`config.mk`:
```
export PLATFORM = sky130hd
export DESIGN_NAME = ata_device_target
export DESIGN_NICKNAME = d
export VERILOG_FILES = /design/src/rtl/ata_pkg.sv /design/src/rtl/ata_sector_buf.sv /design/src/rtl/ata_device_target.sv
export SDC_FILE = /design/constraint.sdc
export NUM_CORES = 2
export LEC_CHECK = 0
export BUFFER_PORTS_ARGS = -buffer_cell sky130_fd_sc_hd__buf_2
export CAP_MARGIN = 0
export CORE_MARGIN = 4
export CORE_UTILIZATION = 30
export CTS_CLUSTER_SIZE = 14
export DETAILED_ROUTE_END_ITERATION = 12
export PLACE_DENSITY = 0.53
export SYNTH_ARGS = -nofsm -noshare
export SYNTH_HDL_FRONTEND = slang
export SYNTH_SLANG_ARGS = --single-unit
export TNS_END_PERCENT = 20
```
`constraint.sdc`:
```
create_clock -name CLKCPU -period 5.7 [get_ports CLKCPU]
set_clock_uncertainty 0.05 [all_clocks]
set_input_delay 0.57 -clock CLKCPU [delete_from_list [all_inputs] [get_ports CLKCPU]]
set_output_delay 0.57 -clock CLKCPU [all_outputs]
set_load 0.1 [all_outputs]
```
`src/rtl/ata_pkg.sv`:
```
// ata_pkg: task-file register map, command opcodes, status bit positions and
// the transfer FSM state type shared by the ATA PIO target.
package ata_pkg;

   // CS0 command-block register addresses
   localparam logic [2:0] A_DATA   = 3'd0;
   localparam logic [2:0] A_ERR    = 3'd1;  // ERROR (rd) / FEATURES (wr)
   localparam logic [2:0] A_SECCNT = 3'd2;
   localparam logic [2:0] A_LBA0   = 3'd3;
   localparam logic [2:0] A_LBA1   = 3'd4;
   localparam logic [2:0] A_LBA2   = 3'd5;
   localparam logic [2:0] A_DEV    = 3'd6;
   localparam logic [2:0] A_CMD    = 3'd7;  // STATUS (rd) / COMMAND (wr)
   // CS1 control-block register address
   localparam logic [2:0] A_ALT    = 3'd6;  // ALTSTATUS (rd) / DEVCTL (wr)

   localparam logic [7:0] CMD_READ  = 8'h20;
   localparam logic [7:0] CMD_WRITE = 8'h30;

   localparam logic [7:0] ERR_ABRT    = 8'h04;
   localparam logic [7:0] ERR_DIAG_OK = 8'h01;

   // STATUS bit positions
   localparam int ST_BSY  = 7;
   localparam int ST_DRDY = 6;
   localparam int ST_DSC  = 4;
   localparam int ST_DRQ  = 3;
   localparam int ST_ERR  = 0;

   typedef enum logic [2:0] {
      S_IDLE,
      S_FETCH,
      S_DRQ_RD,
      S_DRQ_WR,
      S_FLUSH
   } ata_state_t;

endpackage

```
`src/rtl/ata_sector_buf.sv`:
```
// ata_sector_buf: one-sector, single-port 16-bit buffer. The owner (bus or
// backend) is chosen by the target FSM; read data lags the address by a cycle.
module ata_sector_buf #(
   parameter int WPS = 256,
   parameter int AW  = $clog2(WPS)
) (
   input  logic          CLKCPU,
   input  logic          we,
   input  logic [AW-1:0] addr,
   input  logic [15:0]   wdata,
   output logic [15:0]   rdata
);

   logic [15:0] mem [WPS];

   // read-first single port
   always_ff @(posedge CLKCPU) begin
      if (we)
         mem[addr] <= wdata;
      rdata <= mem[addr];
   end

endmodule

```
`src/rtl/ata_device_target.sv`:
```
// ata_device_target: device side of an ATA PIO IDE bus. Synchronises the host
// strobes, holds the task file, runs BSY/DRQ sector protocol for READ SECTORS
// (0x20) and WRITE SECTORS (0x30) against a block backend.
// Optional: define ATA_INTRQ_EN to drive IDE_INTRQ; otherwise it is tied 0.
module ata_device_target
   import ata_pkg::*;
#(
   parameter int SYNC_STAGES = 2,
   parameter int WPS         = 256
) (
   input  logic        CLKCPU,
   input  logic        RESET,
   input  logic [1:0]  IDE_CS_n,
   input  logic [2:0]  IDE_A,
   input  logic        IDE_IOR_n,
   input  logic        IDE_IOW_n,
   input  logic [15:0] IDE_D_IN,
   output logic [15:0] IDE_D_OUT,
   output logic        IDE_D_OE,
   output logic        IDE_INTRQ,
   output logic        BE_CMD_VALID,
   input  logic        BE_CMD_READY,
   output logic        BE_CMD_WRITE,
   output logic [27:0] BE_LBA,
   input  logic [15:0] BE_FILL_DATA,
   input  logic        BE_FILL_VALID,
   output logic [15:0] BE_DRAIN_DATA,
   output logic        BE_DRAIN_VALID,
   input  logic        BE_DRAIN_READY,
   input  logic        BE_DONE,
   input  logic        BE_ERR
);

   localparam int AW = $clog2(WPS);

   logic [SYNC_STAGES-1:0] ior_sync, iow_sync;
   logic       ior_q, iow_q, ior_s, iow_s;
   logic       wr_ev, rd_ev, cs0, cs1, wr_cs0, busy, last, abort;
   logic       srst, nien, err, irq_evt;
   logic       be_cmd_valid, be_cmd_write, drain_prm, drain_done;
   logic       buf_we;
   logic [15:0] buf_wdata, buf_rdata, rd_mux;
   logic [7:0]  status, error_reg;
   logic [3:0]  dev_hi;
   logic [8:0]  seccnt;
   logic [27:0] lba, be_lba;
   logic [AW-1:0] ptr;
   ata_state_t state;

   // strobe synchronisers; the extra flop gives the rising-edge detect
   always_ff @(posedge CLKCPU) begin
      if (RESET) begin
         ior_sync <= '1;
         iow_sync <= '1;
         ior_q    <= 1'b1;
         iow_q    <= 1'b1;
      end else begin
         ior_sync <= {ior_sync[SYNC_STAGES-2:0], IDE_IOR_n};
         iow_sync <= {iow_sync[SYNC_STAGES-2:0], IDE_IOW_n};
         ior_q    <= ior_s;
         iow_q    <= iow_s;
      end
   end

   assign ior_s  = ior_sync[SYNC_STAGES-1];
   assign iow_s  = iow_sync[SYNC_STAGES-1];
   assign cs0    = (IDE_CS_n == 2'b10);
   assign cs1    = (IDE_CS_n == 2'b01);
   assign wr_ev  = iow_s & ~iow_q;
   assign rd_ev  = ior_s & ~ior_q & ~wr_ev;   // a colliding write wins
   assign wr_cs0 = wr_ev & cs0;
   assign busy   = srst | (state == S_FETCH) | (state == S_FLUSH);
   assign last   = (ptr == AW'(WPS - 1));
   assign abort  = BE_ERR |
                   (wr_cs0 & ~busy & (IDE_A == A_CMD) &
                    (~dev_hi[2] | ((IDE_D_IN[7:0] != CMD_READ) & (IDE_D_IN[7:0] != CMD_WRITE))));

   // DRDY/DSC are reported together; both drop only while SRST is held
   always_comb begin
      status          = 8'h00;
      status[ST_BSY]  = busy;
      status[ST_DRDY] = ~srst;
      status[ST_DSC]  = ~srst;
      status[ST_DRQ]  = (state == S_DRQ_RD) | (state == S_DRQ_WR);
      status[ST_ERR]  = err;
   end

   assign buf_we    = ((state == S_FETCH) & BE_FILL_VALID) |
                      ((state == S_DRQ_WR) & wr_cs0 & ~abort & (IDE_A == A_DATA));
   assign buf_wdata = (state == S_FETCH) ? BE_FILL_DATA : IDE_D_IN;

   ata_sector_buf #(.WPS(WPS), .AW(AW)) u_buf (
      .CLKCPU (CLKCPU),
      .we     (buf_we),
      .addr   (ptr),
      .wdata  (buf_wdata),
      .rdata  (buf_rdata)
   );

   assign BE_CMD_VALID   = be_cmd_valid;
   assign BE_CMD_WRITE   = be_cmd_write;
   assign BE_LBA         = be_lba;
   assign BE_DRAIN_DATA  = buf_rdata;
   assign BE_DRAIN_VALID = (state == S_FLUSH) & drain_prm & ~drain_done;

   // device control: only a hard reset clears it, so SRST can be released
   always_ff @(posedge CLKCPU) begin
      if (RESET) begin
         srst <= 1'b0;
         nien <= 1'b0;
      end else if (wr_ev && cs1 && IDE_A == A_ALT) begin
         srst <= IDE_D_IN[2];
         nien <= IDE_D_IN[1];
      end
   end

   // task file and transfer FSM
   always_ff @(posedge CLKCPU) begin
      if (RESET || srst) begin
         state        <= S_IDLE;
         err          <= 1'b0;
         error_reg    <= ERR_DIAG_OK;
         seccnt       <= 9'd1;
         lba          <= '0;
         dev_hi       <= 4'hE;
         ptr          <= '0;
         be_cmd_valid <= 1'b0;
         be_cmd_write <= 1'b0;
         be_lba       <= '0;
         drain_prm    <= 1'b0;
         drain_done   <= 1'b0;
         irq_evt      <= 1'b0;
      end else begin
         irq_evt <= 1'b0;
         if (be_cmd_valid && BE_CMD_READY)
            be_cmd_valid <= 1'b0;
         if (abort) begin
            state        <= S_IDLE;
            err          <= 1'b1;
            error_reg    <= ERR_ABRT;
            ptr          <= '0;
            be_cmd_valid <= 1'b0;
            irq_evt      <= 1'b1;
         end else if (wr_cs0 && !busy) begin
            case (IDE_A)
               A_DATA: if (state == S_DRQ_WR) begin
                  ptr <= ptr + AW'(1);
                  if (last) begin
                     state        <= S_FLUSH;
                     ptr          <= '0;
                     drain_prm    <= 1'b0;
                     drain_done   <= 1'b0;
                     be_cmd_valid <= 1'b1;
                     be_cmd_write <= 1'b1;
                     be_lba       <= lba;
                  end
               end
               A_SECCNT: seccnt <= (IDE_D_IN[7:0] == 8'h00) ? 9'd256 : {1'b0, IDE_D_IN[7:0]};
               A_LBA0:   lba[7:0]   <= IDE_D_IN[7:0];
               A_LBA1:   lba[15:8]  <= IDE_D_IN[7:0];
               A_LBA2:   lba[23:16] <= IDE_D_IN[7:0];
               A_DEV: begin
                  dev_hi      <= IDE_D_IN[7:4];
                  lba[27:24]  <= IDE_D_IN[3:0];
               end
               A_CMD: begin
                  // only READ/WRITE reach here; everything else aborted above
                  err       <= 1'b0;
                  error_reg <= 8'h00;
                  ptr       <= '0;
                  if (IDE_D_IN[7:0] == CMD_READ) begin
                     state        <= S_FETCH;
                     be_cmd_valid <= 1'b1;
                     be_cmd_write <= 1'b0;
                     be_lba       <= lba;
                  end else begin
                     state        <= S_DRQ_WR;
                     be_cmd_valid <= 1'b0;
                  end
               end
               default: ;  // FEATURES: nothing implemented
            endcase
         end else begin
            case (state)
               S_FETCH: if (BE_FILL_VALID) begin
                  ptr <= ptr + AW'(1);
                  if (last) begin
                     ptr     <= '0;
                     state   <= S_DRQ_RD;
                     irq_evt <= 1'b1;
                  end
               end
               S_DRQ_RD: if (rd_ev && cs0 && IDE_A == A_DATA) begin
                  ptr <= ptr + AW'(1);
                  if (last) begin
                     ptr    <= '0;
                     lba    <= lba + 28'd1;
                     seccnt <= seccnt - 9'd1;
                     if (seccnt == 9'd1) begin
                        state   <= S_IDLE;
                        irq_evt <= 1'b1;
                     end else begin
                        state        <= S_FETCH;
                        be_cmd_valid <= 1'b1;
                        be_cmd_write <= 1'b0;
                        be_lba       <= lba + 28'd1;
                     end
                  end
               end
               S_FLUSH: begin
                  // one bubble after each accepted word lets the RAM read the next address
                  if (BE_DRAIN_VALID && BE_DRAIN_READY) begin
                     drain_prm <= 1'b0;
                     ptr       <= ptr + AW'(1);
                     if (last)
                        drain_done <= 1'b1;
                  end else begin
                     drain_prm <= 1'b1;
                  end
                  if (BE_DONE) begin
                     ptr        <= '0;
                     lba        <= lba + 28'd1;
                     seccnt     <= seccnt - 9'd1;
                     drain_prm  <= 1'b0;
                     drain_done <= 1'b0;
                     irq_evt    <= 1'b1;
                     state      <= (seccnt == 9'd1) ? S_IDLE : S_DRQ_WR;
                  end
               end
               default: ;
            endcase
         end
      end
   end

   // read mux for whatever register the host is addressing
   always_comb begin
      rd_mux = 16'h00FF;
      if (cs0) begin
         case (IDE_A)
            A_DATA:   rd_mux = (state == S_DRQ_RD) ? buf_rdata : 16'hFFFF;
            A_ERR:    rd_mux = {8'h00, error_reg};
            A_SECCNT: rd_mux = {8'h00, seccnt[7:0]};
            A_LBA0:   rd_mux = {8'h00, lba[7:0]};
            A_LBA1:   rd_mux = {8'h00, lba[15:8]};
            A_LBA2:   rd_mux = {8'h00, lba[23:16]};
            A_DEV:    rd_mux = {8'h00, dev_hi, lba[27:24]};
            default:  rd_mux = {8'h00, status};
         endcase
      end else if (cs1 && IDE_A == A_ALT) begin
         rd_mux = {8'h00, status};
      end
   end

   // bus drive; kept alive during SRST so the host can poll ALTSTATUS
   always_ff @(posedge CLKCPU) begin
      if (RESET) begin
         IDE_D_OUT <= '0;
         IDE_D_OE  <= 1'b0;
      end else begin
         IDE_D_OE <= (cs0 | cs1) & ~ior_s;
         if ((cs0 | cs1) && !ior_s)
            IDE_D_OUT <= rd_mux;
      end
   end

`ifdef ATA_INTRQ_EN
   logic intrq;

   // INTRQ: latched on protocol events unless masked, cleared by STATUS read or CMD write
   always_ff @(posedge CLKCPU) begin
      if (RESET || srst)
         intrq <= 1'b0;
      else if (irq_evt && !nien)
         intrq <= 1'b1;
      else if ((rd_ev || wr_ev) && cs0 && IDE_A == A_CMD)
         intrq <= 1'b0;
   end

   assign IDE_INTRQ = intrq;
`else
   logic intrq_unused;
   assign intrq_unused = nien ^ irq_evt;
   assign IDE_INTRQ    = 1'b0;
`endif

endmodule
```
Word level (Yosys, flattened, before mapping)
Memories as Yosys holds them, arrays and structs flattened. A register that Yosys moved wholly into a read port is not among the register bits.
Index checks and enable logic that the tools add are counted.
{"block": "totals", "ff_bits": 111, "ram_bits": 4096, "in_bits": 46, "output_inout_bits": 65, "wordCells": 222, "mem_count": 1}
{"name": "u_buf.mem", "depth": 256, "width": 16, "read_ports": 1, "rd_clocked_by_memory_dff": 1, "write_ports": 1, "line_no": "ata_sector_buf.sv:14", "source": "logic [15:0] mem [WPS];"}
{"block": "classes", "n_addsub": 3, "eq_ne": 38, "muxes": 90, "bitwise_logic": 31, "reduce_logical": 37}
{"cell": "$mux W28", "n": 12}
{"cell": "$pmux W16 S7", "n": 1}
{"cell": "$pmux W28 S2", "n": 2}
{"cell": "$mux W8", "n": 11}
{"cell": "$mux W9", "n": 6}
{"cell": "$mux W16", "n": 3}
{"cell": "$reduce_and A6 Y1", "n": 6}
{"cell": "$mux W1", "n": 34}
{"cell": "$mux W3", "n": 11}
{"cell": "$add A28 B1 Y28 const B", "n": 1}
{"cell": "$pmux W8 S3", "n": 1}
{"cell": "$pmux W9 S2", "n": 1}
{"cell": "$reduce_and A9 Y1", "n": 2}
{"cell": "$ne A8 B6 Y1 const B", "n": 2}
{"cell": "$pmux W8 S2", "n": 1}
{"cell": "$and A1 B1 Y1", "n": 15}
{"cell": "$eq A3 B3 Y1 const B", "n": 5}
{"cell": "$ne A3 B2 Y1 const B", "n": 5}
{"cell": "$reduce_bool A2 Y1", "n": 7}
{"cell": "$eq A3 B2 Y1 const B", "n": 4}
{"cell": "$ne A2 B1 Y1 const B", "n": 6}
{"cell": "$ne A3 B3 Y1 const B", "n": 4}
{"cell": "$eq A9 B1 Y1 const B", "n": 1}
{"cell": "$logic_and A1 B1 Y1", "n": 9}
{"cell": "other kinds (27)", "n": 49}

Logic depth before layout (Yosys ltp)
{"block": "depth", "word_depth": 14, "ltp_mapped": 13, "mapped_depth_nobuf": 8}

Modules after synthesis
Synthesis repeated with hierarchy kept, for this count alone.
{"block": "hier_totals", "hier_cells": 7603, "area_unflattened_um2": 162259.4}
{"mod": "ata_sector_buf", "instances": 1, "cells_each": 6727, "area_each_um2": 155399.0, "seq_area_each_um2": 123318.3}
{"mod": "ata_device_target", "instances": 1, "cells_each": 876, "area_each_um2": 6860.3, "seq_area_each_um2": 2202.1}

Least setup slack after synthesis
OpenSTA, ideal clock, no wires.
{"block": "synth_timing", "path_kind": "reg-to-reg", "from": "reg state[0]", "to": "reg ptr[5]", "setup_ns": 0.070, "arrival_ns": 4.113, "t_required_ns": 5.580, "setup_slack_ns": 1.467, "stages_incl_launch_ff": 9, "n_path_buf": 2, "period_less_slack_ns": 4.233, "cell_sequence": "dfxtp_1 buf_2 or3b_1 clkbuf_1 nor3_1 a211o_1 o21ai_2 or4_1 a21oi_1"}
{"block": "synth_between", "word_cells_on_any_way": 26, "cone_classes": "eq/ne (9); mux (2); bitwise (9); reduce/logical (6)"}
{"element": "start, declared", "line_no": "ata_device_target.sv:48", "source": "ata_state_t state;"}
{"element": "start signal, assigned", "line_no": "ata_device_target.sv:227", "source": "state <= (seccnt == 9'd1) ? S_IDLE : S_DRQ_WR;"}
{"element": "$eq A3 B3 Y1"}
{"element": "$and A1 B1 Y1 (2 in series)", "line_no": "ata_device_target.sv:104", "source": "assign BE_DRAIN_VALID = (state == S_FLUSH) & drain_prm & ~drain_done;"}
{"element": "net BE_DRAIN_VALID", "line_no": "ata_device_target.sv:28", "source": "output logic BE_DRAIN_VALID,"}
{"element": "$logic_and A1 B1 Y1", "line_no": "ata_device_target.sv:212", "source": "if (BE_DRAIN_VALID && BE_DRAIN_READY) begin"}
{"element": "$ne A4 B2 Y1 (no line)"}
{"element": "$reduce_and A6 Y1 (no line)"}
{"element": "end signal, assigned", "line_no": "ata_device_target.sv:147", "source": "ptr <= ptr + AW'(1);"}
{"element": "end signal, assigned", "line_no": "ata_device_target.sv:194", "source": "ptr <= ptr + AW'(1);"}
{"element": "end signal, assigned", "line_no": "ata_device_target.sv:214", "source": "ptr <= ptr + AW'(1);"}
{"element": "end, declared", "line_no": "ata_device_target.sv:47", "source": "logic [AW-1:0] ptr;"}
The timed path passes the listed nets, and every way through them passes these cells.
A chain may end at the register's enable or synchronous reset.

==> summary.md <==
| Metric | Value |
|---|---|
| Status | `finished with violations` |
| Violated checks | `capacitance limit, slew limit` |
| Fillers | `roughly 50k` |
| Setup CP Type | `flip-flop to flip-flop` |
| Register bit count reported by yosys | `approximately 4.2k` |
| Placed cells | `~15k` |
| DP HPWL | `around 320000 microns` |
| Clk root buf | `clkbuf_16` |
| WL final | `a little over 500000 microns` |
| Max-slew violations | `7` |
| Syn Area/Cell | `roughly 22 sq um` |
| Final Hold Viols | `0` |
| Clock-pin slew on the worst setup and hold paths | `around 0.060 ns` |
| Leading area contributor after synthesis | `edfxtp_1` |
| Most frequent cells in the layout | `4096 x edfxtp_1, 1107 x mux4_2, 428 x buf_4` |
| Max Clock Freq | `202 MHz` |
| CTS Sinks | `4222` |
| Initial antenna violation count | `30` |
| Final WS setup | `~0.75 ns` |
| Period utilisation layout | `86.8%` |
| Yosys warning total | `0` |
| Finished Cell Area | `approximately 190000 sq um` |
| Max FO, Critical Path | `52` |
| Most common cell after layout, fill and taps aside | `edfxtp_1` |
| Initial Utilization | `30.1%` |
| Clk Latency, worst-skew pair | `~1.0 ns` |
| Gr ovfl total | `0` |
| Hold_sp | `IDE_CS_n[0]` |
| DR vias/cell | `roughly 5.3` |
| Core Util, Final | `between 30% and 40%` |
| Area Growth Syn to Fin | `16.0%` |
| Chip height | `roughly 750 microns` |
| Pin count of the biggest net entering global routing | `around 150` |
| Syn nets | `approximately 7.6k` |
| Slew HR | `-3.54%` |
| Seq/Total Area, Yosys | `76.6%` |
| Tmin final | `a little under 5 ns` |
| WHS | `about 0.23 ns` |
| Port bufs | `around 110` |
| Share of the synthesized area in the top cell type | `75.1%` |
| PwrDens | `roughly 330 nW/um^2` |
| First-pass GRT wire length | `699000 microns` |
| CTS tree | `built` |
| H-tree levels | `5` |
| Final Non-Filler Cells | `15.7k` |
| CP Launch Point | `ptr[1]` |
| GPL Wtd Cong | `between 0.9 and 1` |
| Post-Place Setup Slack | `slightly above 0.8 ns` |
| Starting DRT DRC Count | `~11k` |
| Die X | `roughly 750 microns` |
| Final setup vio count | `0` |
| Max reg flops | `approximately 4.1k` |
| Cell Area, Placed | `roughly 180000 sq um` |
| Worst Path Arrival | `5.77 ns` |
| Antenna viol nets, final | `0` |
| Die area | `558000 sq um` |
| Number of buffers created by CTS | `425` |
| Leakage | `approximately 56 nW` |
| Crit start category | `flip-flop` |
| Mapped Area | `around 160000 sq um` |
| Cts repair resizes | `0` |
| Num rows | `about 270` |
| Core Footprint | `roughly 540000 sq um` |
| Crit end category | `flip-flop` |
| Number of synthesized flops with an enable pin | `between 4k and 5k` |
| Design Power | `62.0 mW` |
| GR Util All Layers | `between 10% and 20%` |
| Post-synthesis instance total | `between 7k and 8k` |
| R2R Path Start | `ptr[1]` |
| Vias post-DR | `between 80k and 90k` |
| Routed len/inst | `between 30 and 40 microns` |
| DRC violation count after routing | `0` |
| Nets@finish | `roughly 8.2k` |
| Vias in the first global route | `around 84k` |
| Biggest register | `u_buf.mem` |
| First-pass detailed-route iteration total | `6` |
| Worst Tran Pin Value | `between 1.5 and 2 ns` |
| I/O pin cnt | `around 110` |
| Max cap viols | `1` |
| Min-Delay Path Class | `input pin to flip-flop` |
| Layout cells sized above 1 | `just over 30%` |
| Worst EP required | `6.53 ns` |
| Max Buffers Root-to-Sink | `4` |
| Worst VDD drop | `approximately 0.27 mV` |
| Unique masters post-synth | `90` |
| RSZ-0062 raised after global routing | `false` |
| Primary FF master, synth | `edfxtp_1` |
| Async set-reset flop share out of synthesis | `0%` |
| Setup TNS | `0 ns` |
| Top cells by area, synth | `edfxtp_1 75%, mux4_2 15%, dfxtp_1 1.5%` |
-- Yosys cell counts (50+ instances only) --
cell type and n:
dfxtp_1 126, mux4_2 1107, nand2_1 231, mux2i_1 157, clkbuf_1 180, mux2_2 50, a22oi_1 88, edfxtp_1 4096
a211oi_1 57, buf_2 144, nand3_1 60, o21ai_0 71, nor2_1 384, a21oi_1 109, o22ai_1 78, buf_1 55
-- critical path: stages, from the launching register on --
cell and delay, ns:
dfxtp_4 0.94, buf_4 0.80, mux4_2 0.44, mux2i_1 0.46
o22ai_1 0.40, nor4_1 0.99, nand4_1 0.22, or3_1 0.41
-- repair_timing --
action	in CTS	in global routing
hold buffers	17	0
buffers inserted	0	0
endpoints found under the hold margin	44	0
-- kinds of logic after synthesis --
kind of cell	after synthesis	share of synthesized area (%)
flops	4222	76.6
mux	1314	16.5
simple gates	939	2.68
compound gates	595	2.51
buf+inv	476	1.45
xor+xnor	28	0.150
fa+ha+maj	9	0.0687
other cells	1	0.00229
-- power breakdown --
group          switching, mW  total [mW]  leakage (nW)  internal (mW)
registers            0.00703        34.0          37.8           34.0
logic                  0.714       0.840          12.2          0.125
clock network           12.1        27.1          6.47           15.0
-- final cells by class --
| class | instances | area [sq um] | share of cell area (%) |
|---|---|---|---|
| flip-flops and latches | 4222 | 126000 | 66.1 |
| multi-input cells | 2886 | 37000 | 19.5 |
| clock buffers | 513 | 11000 | 5.78 |
| well taps | 7234 | 9050 | 4.76 |
| repair buffers | 604 | 4930 | 2.59 |
| clock inverters | 259 | 2420 | 1.27 |
| inverters | 21 | 81.3 | 0.0428 |
| diodes | 8 | 20.0 | 0.0105 |
-- path summary, 6_finish.rpt --
check,end,slack [ns],cells after the start
worst max-delay path,u_buf.rdata[0],0.75,7
worst min-delay path,IDE_D_OUT[1],0.23,6
worst max register to register,u_buf.rdata[0],0.75,7
worst min register to register,ior_sync[1],0.38,1
-- routing by layer --
metal	GRT usage (%)	up-vias	routed length (microns)
met4	6.38	14	21600
met2	28.0	4166	237000
li1	-	33100	-
met5	0.00857	-	92
met1	23.8	45900	203000
met3	3.92	814	44500
Note: power is estimated with default switching activity, not from simulation.
